[config.mk]
export PLATFORM = sky130hd
export DESIGN_NAME = ysyx_23060201_lsu
export DESIGN_NICKNAME = d
export VERILOG_FILES = /design/src/rtl/ysyx_23060201_lsu.sv
export SDC_FILE = /design/constraint.sdc
export NUM_CORES = 1
export LEC_CHECK = 0
export BUFFER_PORTS_ARGS = -buffer_cell sky130_fd_sc_hd__buf_2
export CORE_MARGIN = 4
export CORE_UTILIZATION = 49
export CTS_CLUSTER_SIZE = 16
export DETAILED_ROUTE_END_ITERATION = 6
export PLACE_DENSITY = 0.8
export SLEW_MARGIN = 20
export SYNTH_ARGS = -nofsm -noshare
export SYNTH_HDL_FRONTEND = slang
export SYNTH_SLANG_ARGS = --single-unit
[constraint.sdc]
create_clock -name clk -period 2.6 [get_ports clk]
set_clock_uncertainty 0.15 [all_clocks]
set_input_delay 0.52 -clock clk [delete_from_list [all_inputs] [get_ports clk]]
set_output_delay 0.52 -clock clk [all_outputs]
set_load 0.05 [all_outputs]
[src/rtl/ysyx_23060201_lsu.sv]
// Load/store unit: accepts one execute-stage op, runs a req/gnt/rvalid bus
// transaction for loads and stores, and returns an aligned, extended result.
// Optional macro YSYX_23060201_LSU_MISALIGN_TRAP_EN: when defined, a misaligned
// halfword or word access is trapped without touching the bus.
module ysyx_23060201_lsu #(
  parameter int unsigned AW = 32,
  parameter int unsigned DW = 32
) (
  input  logic          clk,
  input  logic          rst_n,
  input  logic          in_valid,
  output logic          in_ready,
  input  logic          in_load,
  input  logic          in_store,
  input  logic [2:0]    in_func3,
  input  logic [AW-1:0] in_addr,
  input  logic [DW-1:0] in_wdata,
  input  logic [4:0]    in_rd,
  output logic          mem_req,
  input  logic          mem_gnt,
  output logic          mem_we,
  output logic [AW-1:0] mem_addr,
  output logic [DW-1:0] mem_wdata,
  output logic [3:0]    mem_wmask,
  input  logic          mem_rvalid,
  input  logic [DW-1:0] mem_rdata,
  output logic          out_valid,
  input  logic          out_ready,
  output logic          out_wen,
  output logic [4:0]    out_rd,
  output logic [DW-1:0] out_wdata,
  output logic          out_err
);

  typedef enum logic [1:0] {StIdle, StReq, StWait, StResp} state_e;

  state_e        state_q, state_d;
  logic          is_store_q, is_store_d;
  logic [2:0]    func3_q, func3_d;
  logic [1:0]    off_q, off_d;
  logic [4:0]    rd_q, rd_d;
  logic          mem_req_q, mem_req_d, mem_we_q, mem_we_d;
  logic [AW-1:0] mem_addr_q, mem_addr_d;
  logic [DW-1:0] mem_wdata_q, mem_wdata_d;
  logic [3:0]    mem_wmask_q, mem_wmask_d;
  logic          out_valid_q, out_valid_d, out_wen_q, out_wen_d, out_err_q, out_err_d;
  logic [4:0]    out_rd_q, out_rd_d;
  logic [DW-1:0] out_wdata_q, out_wdata_d;

  logic          f3_ok, misalign, in_is_mem;
  logic [3:0]    st_mask;
  logic [DW-1:0] st_wdata, ld_data, byte_sh, half_sh;

  assign in_ready  = (state_q == StIdle);
  assign mem_req   = mem_req_q;
  assign mem_we    = mem_we_q;
  assign mem_addr  = mem_addr_q;
  assign mem_wdata = mem_wdata_q;
  assign mem_wmask = mem_wmask_q;
  assign out_valid = out_valid_q;
  assign out_wen   = out_wen_q;
  assign out_rd    = out_rd_q;
  assign out_wdata = out_wdata_q;
  assign out_err   = out_err_q;

  // Decode the incoming op: legality, misalignment and store lane placement.
  always_comb begin
    in_is_mem = in_load ^ in_store;
    if (in_store) f3_ok = in_func3 inside {3'b000, 3'b001, 3'b010};
    else          f3_ok = in_func3 inside {3'b000, 3'b001, 3'b010, 3'b100, 3'b101};
`ifdef YSYX_23060201_LSU_MISALIGN_TRAP_EN
    misalign = ((in_func3[1:0] == 2'b01) && in_addr[0]) ||
               ((in_func3[1:0] == 2'b10) && (in_addr[1:0] != 2'b00));
`else
    misalign = 1'b0;
`endif
    // Halfwords use {addr[1],0}; words ignore the low address bits.
    case (in_func3[1:0])
      2'b00: begin
        st_mask  = 4'b0001 << in_addr[1:0];
        st_wdata = DW'(in_wdata[7:0]) << {in_addr[1:0], 3'b000};
      end
      2'b01: begin
        st_mask  = 4'b0011 << {in_addr[1], 1'b0};
        st_wdata = DW'(in_wdata[15:0]) << {in_addr[1], 4'b0000};
      end
      default: begin
        st_mask  = 4'b1111;
        st_wdata = in_wdata;
      end
    endcase
  end

  // Extract and extend the loaded lane from the returned word.
  always_comb begin
    byte_sh = mem_rdata >> {off_q, 3'b000};
    half_sh = mem_rdata >> {off_q[1], 4'b0000};
    case (func3_q)
      3'b000:  ld_data = {{(DW-8){byte_sh[7]}}, byte_sh[7:0]};
      3'b001:  ld_data = {{(DW-16){half_sh[15]}}, half_sh[15:0]};
      3'b100:  ld_data = {{(DW-8){1'b0}}, byte_sh[7:0]};
      3'b101:  ld_data = {{(DW-16){1'b0}}, half_sh[15:0]};
      default: ld_data = mem_rdata;
    endcase
  end

  // Next-state and registered-output logic.
  always_comb begin
    state_d     = state_q;
    is_store_d  = is_store_q;
    func3_d     = func3_q;
    off_d       = off_q;
    rd_d        = rd_q;
    mem_req_d   = mem_req_q;
    mem_we_d    = mem_we_q;
    mem_addr_d  = mem_addr_q;
    mem_wdata_d = mem_wdata_q;
    mem_wmask_d = mem_wmask_q;
    out_valid_d = out_valid_q;
    out_wen_d   = out_wen_q;
    out_rd_d    = out_rd_q;
    out_wdata_d = out_wdata_q;
    out_err_d   = out_err_q;
    unique case (state_q)
      StIdle: begin
        if (in_valid) begin
          out_rd_d = in_rd;
          if (!in_is_mem) begin
            // Pass-through; both class bits set is flagged but still written.
            state_d     = StResp;
            out_valid_d = 1'b1;
            out_wdata_d = DW'(in_addr);
            out_wen_d   = (in_rd != 5'd0);
            out_err_d   = in_load & in_store;
          end else if (!f3_ok || misalign) begin
            state_d     = StResp;
            out_valid_d = 1'b1;
            out_wdata_d = '0;
            out_wen_d   = 1'b0;
            out_err_d   = 1'b1;
          end else begin
            state_d     = StReq;
            is_store_d  = in_store;
            func3_d     = in_func3;
            off_d       = in_addr[1:0];
            rd_d        = in_rd;
            mem_req_d   = 1'b1;
            mem_we_d    = in_store;
            mem_addr_d  = {in_addr[AW-1:2], 2'b00};
            mem_wdata_d = st_wdata;
            mem_wmask_d = st_mask;
          end
        end
      end
      StReq: begin
        if (mem_gnt) begin
          state_d   = StWait;
          mem_req_d = 1'b0;
        end
      end
      StWait: begin
        if (mem_rvalid) begin
          state_d     = StResp;
          out_valid_d = 1'b1;
          out_err_d   = 1'b0;
          out_rd_d    = rd_q;
          out_wen_d   = !is_store_q && (rd_q != 5'd0);
          out_wdata_d = is_store_q ? '0 : ld_data;
        end
      end
      StResp: begin
        if (out_ready) begin
          state_d     = StIdle;
          out_valid_d = 1'b0;
        end
      end
      default: state_d = StIdle;
    endcase
  end

  // State and output registers; reset aborts any transaction in flight.
  always_ff @(posedge clk or negedge rst_n) begin
    if (!rst_n) begin
      state_q     <= StIdle;
      is_store_q  <= 1'b0;
      func3_q     <= 3'b000;
      off_q       <= 2'b00;
      rd_q        <= 5'd0;
      mem_req_q   <= 1'b0;
      mem_we_q    <= 1'b0;
      mem_addr_q  <= '0;
      mem_wdata_q <= '0;
      mem_wmask_q <= 4'b0000;
      out_valid_q <= 1'b0;
      out_wen_q   <= 1'b0;
      out_rd_q    <= 5'd0;
      out_wdata_q <= '0;
      out_err_q   <= 1'b0;
    end else begin
      state_q     <= state_d;
      is_store_q  <= is_store_d;
      func3_q     <= func3_d;
      off_q       <= off_d;
      rd_q        <= rd_d;
      mem_req_q   <= mem_req_d;
      mem_we_q    <= mem_we_d;
      mem_addr_q  <= mem_addr_d;
      mem_wdata_q <= mem_wdata_d;
      mem_wmask_q <= mem_wmask_d;
      out_valid_q <= out_valid_d;
      out_wen_q   <= out_wen_d;
      out_rd_q    <= out_rd_d;
      out_wdata_q <= out_wdata_d;
      out_err_q   <= out_err_d;
    end
  end

endmodule

==> summary.json, run 1 <==
{
  "drtPass1Iterations": {"value": 5},
  "dr.first_iter.drc_count": {"value": 621},
  "ios": {"value": 223},
  "synth_warnings": {"value": 0},
  "synth-edff-count": {"value": 0},
  "fillCellCount": {"value": 932},
  "postCtsSetupRepairBufs": {"value": 0},
  "yosys_register_bits": {"value": 120},
  "leakage": {"value": 3.864, "unit": "nW"},
  "timing.final.max_slew_violations": {"value": 0},
  "route.final.wire_length": {"value": 17510, "unit": "µm"},
  "period_share": {"value": 93.23, "unit": "%"},
  "worstSetupPathType": {"value": "flip-flop to flip-flop"},
  "routabilityCongestion": {"value": 0.9010},
  "synthArstFlopShare": {"value": 100.0, "unit": "%"},
  "io_buffer_count": {"value": 220},
  "worstReg2RegEnd": {"value": "out_wdata[28]"},
  "setup.worst_path.start_class": {"value": "flip-flop"},
  "placement_rows": {"value": 39},
  "post-route-min-period": {"value": 2424, "unit": "ps"},
  "cts.repair.resized": {"value": 0},
  "overflow": {"value": 0},
  "clk-insertion-delay-late": {"value": 400, "unit": "ps"},
  "netlist_instances": {"value": 533},
  "clk_path_buf_depth": {"value": 2},
  "hold_buffers": {"value": 0},
  "hold_viol_final": {"value": 0},
  "place_hpwl": {"value": 13120, "unit": "µm"},
  "mappedNetlistArea": {"value": 5718, "unit": "µm²"},
  "fin_worst_hold_slack": {"value": 33.90, "unit": "ps"},
  "floorplan.initialDensity": {"value": 50.08, "unit": "%"},
  "timing_worst_slew_pin_value": {"value": 703.8, "unit": "ps"},
  "routed-via-count": {"value": 5282},
  "fp.coreArea": {"value": 11420, "unit": "µm²"},
  "cts_root_buffer": {"value": "sky130_fd_sc_hd__clkbuf_16"},
  "areaGrowthSynthToFinish": {"value": 32.78, "unit": "%"},
  "antenna_violating_nets_post_route": {"value": 0},
  "grt_pass1_vias": {"value": 5337},
  "grt_setup_unrepaired": {"value": "no"},
  "wl_per_cell": {"value": 19.24, "unit": "µm"},
  "antenna_cells": {"value": 0},
  "layout-drive-gt1-share": {"value": 41.85, "unit": "%"},
  "reg2reg_slack": {"value": 180, "unit": "ps"},
  "groute.usage.overall": {"value": 26.59, "unit": "%"},
  "fmax": {"value": 412.6, "unit": "MHz"},
  "count_of_clock_tree_sinks": {"value": 120},
  "grt_first_pass_wirelength": {"value": 27720, "unit": "µm"},
  "die_extent_in_x": {"value": 116.0, "unit": "µm"},
  "cts-buffers-inserted": {"value": 17},
  "maximum_number_of_pins_on_one_net_before_global_route_repair": {"value": 121},
  "cts_max_level": {"value": 4},
  "nets": {"value": 872},
  "power_density": {"value": 1584, "unit": "nW/µm²"},
  "area.sequential": {"value": 3003, "unit": "µm²"},
  "avgViaCountPerCell": {"value": 5.804},
  "drc": {"value": 0},
  "vdd_ir_drop_max": {"value": 1039, "unit": "µV"},
  "cp_data_arrival_time": {"value": 2610, "unit": "ps"},
  "floorplan.die_area": {"value": 13460, "unit": "µm²"},
  "worstHoldPathType": {"value": "primary input to asynchronous set/reset pin"},
  "required": {"value": 2790, "unit": "ps"},
  "worstReg2RegStart": {"value": "state_q[0]"},
  "cts_tree": {"value": "done"},
  "initial_antenna_violation_count": {"value": 1},
  "timing.setup.tns": {"value": 0, "unit": "ps"},
  "status": {"value": "complete, no violations"},
  "finalSetupViolations": {"value": 0},
  "synth_ff_type": {"value": "sky130_fd_sc_hd__dfrtp_1"},
  "max-cap-violations": {"value": 0},
  "seq_area_frac_synth": {"value": 52.52, "unit": "%"},
  "rr_worst_depth": {"value": 7},
  "crit_path_max_fanout": {"value": 16},
  "syn_area_per_cell": {"value": 10.73, "unit": "µm²"},
  "tightest_slew_margin_relative_to_the_limit": {"value": 52.93, "unit": "%"},
  "floorplan.die.height": {"value": 116.0, "unit": "µm"},
  "setup.worst_path.end_class": {"value": "flip-flop"},
  "multiInputGateArea": {"value": 2465, "unit": "µm²"},
  "synth_cell_type_count": {"value": 47},
  "clkSlewWorstSetupHoldPaths": {"value": 60, "unit": "ps"}
}
-- through the flow --
stage | area (µm²) | util (%) | setup WS [ps] | instances | power [mW]
floorplan | 5722 | - | 167.4 | 534 | 8.130
global placement | 7017 | 61.45 | 251.7 | 878 | 9.605
detailed placement | 7017 | 61.45 | 155.5 | 878 | 9.800
CTS | 7592 | 66.49 | 182.7 | 910 | 12.08
global route | 7592 | 66.49 | 0.4228 | 910 | 12.72
finish | 7592 | 66.49 | 176.1 | 910 | 12.03
-- registers in the layout (all words and copies together) (netlist names) --
| register | cells |
|---|---|
| mem_wdata | 32 |
| out_wdata | 32 |
| mem_addr | 30 |
| out_rd | 5 |
| rd_q | 5 |
| mem_wmask | 4 |
| func3_q | 3 |
| off_q | 2 |
| state_q | 2 |
| mem_req | 1 |
| mem_we | 1 |
| out_err | 1 |
| out_valid | 1 |
| out_wen | 1 |
-- where the power goes --
part	internal (mW)	switching, mW
logic	1.81	4.68
clock network	1.37	0.879
registers	2.75	0.532
-- Yosys cell counts, types with 8 or more instances --
cell | instances | share of area [%]
sky130_fd_sc_hd__a22oi_1 | 16 | 2.1
sky130_fd_sc_hd__mux2_2 | 39 | 7.7
sky130_fd_sc_hd__o21ai_0 | 36 | 3.2
sky130_fd_sc_hd__a221o_1 | 16 | 2.8
sky130_fd_sc_hd__dfrtp_1 | 120 | 53
sky130_fd_sc_hd__a21oi_1 | 27 | 2.4
sky130_fd_sc_hd__a222oi_1 | 8 | 1.4
sky130_fd_sc_hd__nand2b_1 | 14 | 1.5
sky130_fd_sc_hd__and3_1 | 16 | 1.8
sky130_fd_sc_hd__clkbuf_1 | 16 | 1.1
sky130_fd_sc_hd__inv_1 | 19 | 1.2
sky130_fd_sc_hd__buf_2 | 16 | 1.4
sky130_fd_sc_hd__mux2i_1 | 13 | 2.3
sky130_fd_sc_hd__nor2_1 | 40 | 2.6
sky130_fd_sc_hd__nand2_1 | 47 | 3.1
sky130_fd_sc_hd__a22o_1 | 8 | 1.2
-- area by class of cell --
cell class | count | area share (%)
Timing Repair Buffer | 241 | 17.11
Tap cell | 143 | 2.357
Sequential cell | 120 | 39.55
Inverter | 19 | 0.9394
Multi-Input combinational cell | 355 | 32.47
Clock inverter | 13 | 1.615
Clock buffer | 19 | 5.966
-- how the worst max path moves through the flow --
stage / from / to / slack (ps) / cells after the start
after detailed placement: in_store / out_wdata[28] / 160 / 8
after global routing: state_q[0] / out_wdata[28] / 0.4 / 7
after global placement: in_store / out_wdata[28] / 250 / 8
after floorplan: state_q[0] / out_wdata[6] / 170 / 9
final: state_q[0] / out_wdata[28] / 180 / 7
after CTS: state_q[0] / out_wdata[28] / 180 / 7
-- logic make-up (layout without fill, tap and decap cells) --
logic type | count (synthesis) | count (layout) | share of synthesized area (%)
other | 1 | 2 | 0.06558
DFF | 120 | 120 | 52.52
buffers and inverters | 59 | 292 | 4.617
and+or+nand+nor | 134 | 134 | 10.92
AOI/OAI and AO/OA | 160 | 160 | 20.22
muxes | 53 | 53 | 10.35
adders and majority gates | 6 | 6 | 1.313
-- cell usage in the layout (no fill, tap or decap), types with 8 or more instances in the layout --
| cell | Yosys | routed |
|---|---|---|
| sky130_fd_sc_hd__a222oi_1 | 8 | 8 |
| sky130_fd_sc_hd__a221o_1 | 16 | 16 |
| sky130_fd_sc_hd__mux2i_1 | 13 | 13 |
| sky130_fd_sc_hd__inv_1 | 19 | 19 |
| sky130_fd_sc_hd__a21oi_1 | 27 | 27 |
| sky130_fd_sc_hd__mux2_2 | 39 | 39 |
| sky130_fd_sc_hd__a22oi_1 | 16 | 16 |
| sky130_fd_sc_hd__clkbuf_16 | 0 | 17 |
| sky130_fd_sc_hd__o21ai_0 | 36 | 36 |
| sky130_fd_sc_hd__dfrtp_1 | 120 | 120 |
| sky130_fd_sc_hd__nand2_1 | 47 | 46 |
| sky130_fd_sc_hd__nor2_1 | 40 | 39 |
| sky130_fd_sc_hd__nand2b_1 | 14 | 14 |
| sky130_fd_sc_hd__and3_1 | 16 | 16 |
| sky130_fd_sc_hd__a22o_1 | 8 | 8 |
| sky130_fd_sc_hd__buf_2 | 16 | 219 |
| sky130_fd_sc_hd__buf_4 | 4 | 19 |
-- critical path, stage by stage (launching register included) --
cell and delay, ps:
sky130_fd_sc_hd__dfrtp_1 410, sky130_fd_sc_hd__inv_1 90, sky130_fd_sc_hd__ha_1 280, sky130_fd_sc_hd__nor2b_1 180, sky130_fd_sc_hd__nor3_2 220, sky130_fd_sc_hd__nand2b_1 160
sky130_fd_sc_hd__a211oi_4 590, sky130_fd_sc_hd__a221o_1 260
-- routing by layer --
layer  vias up  share of wire (%)  track usage [%]  wire (µm)
met2       297                 49            44.00       8536
met3        31                 10            6.893       1809
met5         -              0.069                0         12
met4         2                1.6            7.425        272
li1       2397                  -                -          -
met1      2555                 39            34.85       6876
Power figures use the tool's default switching activity.
==> inputs of run 2 (changes only) <==
--- a/config.mk
+++ b/config.mk
@@ -5,12 +5,13 @@
 export SDC_FILE = /design/constraint.sdc
 export NUM_CORES = 1
 export LEC_CHECK = 0
-export BUFFER_PORTS_ARGS = -buffer_cell sky130_fd_sc_hd__buf_2
 export CORE_MARGIN = 4
-export CORE_UTILIZATION = 49
+export CORE_UTILIZATION = 60
+export CTS_CLUSTER_DIAMETER = 200
 export CTS_CLUSTER_SIZE = 16
 export DETAILED_ROUTE_END_ITERATION = 6
-export PLACE_DENSITY = 0.8
+export DONT_BUFFER_PORTS = 1
+export PLACE_DENSITY = 0.76
 export SLEW_MARGIN = 20
 export SYNTH_ARGS = -nofsm -noshare
 export SYNTH_HDL_FRONTEND = slang
==> run 2 against run 1 <==
The run now ends with hold timing left. Final cell count is 22% lower. Count of clock-buffer cells in the layout stayed put. Combinational power is 57% lower. Sequential power is 87% higher. Die area is 17% lower. Flip-flop and latch count stayed put. Critical path depth stayed put. Register-to-register slack better by 110 ps. Non-clock buffer count is 185 lower. Critical path type unchanged. Critical endpoint is now out_wdata[11]. Largest cell class unchanged.
==> summary.json, run 2 (same netlist as run 1, synthesis figures left out) <==
{
  "clk-insertion-delay-late": {"value": 510, "unit": "ps", "change": "+110 ps"},
  "groute.usage.overall": {"value": 29.86, "unit": "%", "change": "+3.3 points"},
  "leakage": {"value": 3.126, "unit": "nW", "change": "-19%"},
  "critical_path.startpoint": {"value": "state_q[0]"},
  "routed-via-count": {"value": 4494, "change": "-15%"},
  "critPathSlowestCell": {"value": "sky130_fd_sc_hd__a21boi_1"},
  "routabilityCongestion": {"value": 0.8764, "change": "-2.7%"},
  "fp.coreArea": {"value": 9240, "unit": "µm²", "change": "-19%"},
  "setup.worst_path.end_class": {"value": "flip-flop"},
  "wl_per_cell": {"value": 23.22, "unit": "µm", "change": "+21%"},
  "status": {"value": "finished, violations left"},
  "setup.worst_path.start_class": {"value": "flip-flop"},
  "dr.first_iter.drc_count": {"value": 306, "change": "-51%"},
  "drtPass1Iterations": {"value": 5, "change": "unchanged"},
  "place_hpwl": {"value": 11340, "unit": "µm", "change": "-14%"},
  "die_extent_in_x": {"value": 105.6, "unit": "µm", "change": "-9.0%"},
  "worstSetupPathType": {"value": "flip-flop to flip-flop"},
  "worstHoldPathType": {"value": "primary input to asynchronous set/reset pin"},
  "fin_worst_hold_slack": {"value": -457.3, "unit": "ps", "change": "-491.2 ps"},
  "failed_checks": {"value": "hold timing"},
  "clkSlewWorstSetupHoldPaths": {"value": 70, "unit": "ps", "change": "about the same"},
  "cts.repair.resized": {"value": 0, "change": "unchanged"},
  "grt_first_pass_wirelength": {"value": 25860, "unit": "µm", "change": "-6.7%"},
  "count_of_clock_tree_sinks": {"value": 120, "change": "unchanged"},
  "floorplan.initialDensity": {"value": 61.88, "unit": "%", "change": "+12 points"},
  "floorplan.die_area": {"value": 11160, "unit": "µm²", "change": "-17%"},
  "worstReg2RegEnd": {"value": "out_wdata[11]"},
  "nets": {"value": 687, "change": "-21%"},
  "power_density": {"value": 1669, "unit": "nW/µm²", "change": "+5.4%"},
  "period_share": {"value": 88.94, "unit": "%", "change": "-4.3 points"},
  "max-cap-violations": {"value": 0, "change": "unchanged"},
  "maximum_number_of_pins_on_one_net_before_global_route_repair": {"value": 121, "change": "unchanged"},
  "floorplan.die.height": {"value": 105.6, "unit": "µm", "change": "-9.0%"},
  "layout-drive-gt1-share": {"value": 16.49, "unit": "%", "change": "-25 points"},
  "cts_tree": {"value": "done"},
  "timing_worst_slew_pin_value": {"value": 786.7, "unit": "ps", "change": "+82.87 ps"},
  "ios": {"value": 223, "change": "unchanged"},
  "rr_worst_depth": {"value": 7, "change": "unchanged"},
  "design_power_total": {"value": 11.57, "unit": "mW", "change": "-3.8%"},
  "fmax": {"value": 432.4, "unit": "MHz", "change": "+4.8%"},
  "antenna_violating_nets_post_route": {"value": 0, "change": "unchanged"},
  "grt_pass1_vias": {"value": 4611, "change": "-14%"},
  "slowest_delay": {"value": 550, "unit": "ps", "change": "-40 ps"},
  "cts_max_level": {"value": 4, "change": "unchanged"},
  "worstReg2RegStart": {"value": "state_q[0]"},
  "placement_rows": {"value": 35, "change": "-10%"},
  "fillCellCount": {"value": 637, "change": "-32%"},
  "leading_cell_types_in_the_layout_fill_and_taps_excluded": {"value": "120 x sky130_fd_sc_hd__dfrtp_1, 46 x sky130_fd_sc_hd__nand2_1, 40 x sky130_fd_sc_hd__dlygate4sd3_1, 39 x sky130_fd_sc_hd__nor2_1, 39 x sky130_fd_sc_hd__mux2_2"},
  "io_buffer_count": {"value": 0, "change": "-100%"},
  "cts_root_buffer": {"value": "sky130_fd_sc_hd__clkbuf_8"},
  "post-route-min-period": {"value": 2312, "unit": "ps", "change": "-111.4 ps"},
  "drc": {"value": 0, "change": "unchanged"},
  "grt_setup_unrepaired": {"value": "no"},
  "cp_data_arrival_time": {"value": 2600, "unit": "ps", "change": "about the same"},
  "hold_viol_final": {"value": 120, "change": "+120"},
  "overflow": {"value": 0, "change": "unchanged"},
  "crit_buf_inv": {"value": 2, "change": "+1"},
  "timing.critical_path.cells": {"value": "inv_1 > ha_1 > nor2b_1 > buf_4 > a21boi_1 > a221oi_1 > nor2_1"},
  "crit_path_max_fanout": {"value": 11, "change": "-5"},
  "required": {"value": 2890, "unit": "ps", "change": "+100 ps"},
  "cts-buffers-inserted": {"value": 17, "change": "unchanged"},
  "finalSetupViolations": {"value": 0, "change": "unchanged"},
  "critical_path.top_delay_family": {"value": "compound AO/OA/AOI/OAI gates"},
  "areaGrowthSynthToFinish": {"value": 21.20, "unit": "%"},
  "post_layout_nonfiller_instances": {"value": 711, "change": "-22%"},
  "route.final.wire_length": {"value": 16510, "unit": "µm", "change": "-5.7%"},
  "final_common_cell": {"value": "sky130_fd_sc_hd__dfrtp_1"},
  "clk_path_buf_depth": {"value": 2, "change": "unchanged"},
  "vdd_ir_drop_max": {"value": 933.0, "unit": "µV", "change": "-10%"},
  "dpl.cell_count": {"value": 638, "change": "-27%"},
  "initial_antenna_violation_count": {"value": 0, "change": "-1"},
  "timing.final.max_slew_violations": {"value": 0, "change": "unchanged"},
  "reg2reg_slack": {"value": 290, "unit": "ps", "change": "+110 ps"},
  "tightest_slew_margin_relative_to_the_limit": {"value": 47.55, "unit": "%", "change": "-5.4 points"},
  "antenna_cells": {"value": 0, "change": "unchanged"},
  "avgViaCountPerCell": {"value": 6.321, "change": "+8.9%"},
  "timing.setup.tns": {"value": 0, "unit": "ps", "change": "unchanged"}
}
-- run 2: changes by cell type in the layout (fill, tap and decap cells not counted), sizes merged --
cell and change:
clkinv -1, inv -1, bufinv +4, dlygate4sd3 +40
clkinvlp -2, buf -225
-- run 2: repair_timing --
| action | in CTS | in global routing |
|---|---|---|
| endpoints found under the setup margin | 0 | 16 |
| hold buffers | 34 | 6 |
| hold endpoints to repair | 154 | 126 |
| buffers inserted | 0 | 1 |
-- run 2: layout make-up --
cell class / count / area (µm²) / share of cell area [%]
clock inverters: 13 / 217.7 / 3.141
well taps: 129 / 161.4 / 2.329
multi-input cells: 355 / 2465 / 35.57
repair buffers: 56 / 570.5 / 8.233
inverters: 19 / 71.32 / 1.029
clock buffers: 19 / 441.7 / 6.373
flip-flops and latches: 120 / 3003 / 43.33
-- run 2: per-stage QoR --
step	instance area, µm²	hold WS, ps	worst slack [ps]	utilization [%]
4_1_cts	6850	-466.8	153.3	74.14
5_1_grt	6930	-483.9	42.74	75.00
3_5_place_dp	5851	77.40	189.0	63.32
3_3_place_gp	5851	77.02	318.0	63.32
6_report	6930	-457.3	287.6	75.00
2_1_floorplan	5722	74.41	167.4	-
-- run 2: power breakdown --
group | switching [mW] | total [mW] | internal [mW]
clock | 0.897 | 2.61 | 1.72
sequential | 3.46 | 6.16 | 2.70
combinational | 1.50 | 2.80 | 1.30
total | 5.86 | 11.6 | 5.71
-- run 2: how the worst max path moves through the flow --
stage	endpoint	slack [ps]	cells after the start
6_report	out_wdata[11]	290	7
5_1_grt	out_wdata[10]	40	7
4_1_cts	out_wdata[21]	150	7
3_5_place_dp	out_wdata[21]	190	7
3_3_place_gp	out_wdata[30]	320	7
2_1_floorplan	out_wdata[6]	170	9
-- run 2: per-layer routing --
layer | global-route usage (%) | vias to the layer above | part of all wire [%] | routed length [µm]
li1 | - | 2029 | - | -
met2 | 49.36 | 247 | 51 | 8380
met1 | 35.91 | 2190 | 36 | 6018
met3 | 12.68 | 28 | 11 | 1803
met4 | 8.326 | 0 | 1.9 | 308
met5 | 0 | - | 0 | 0
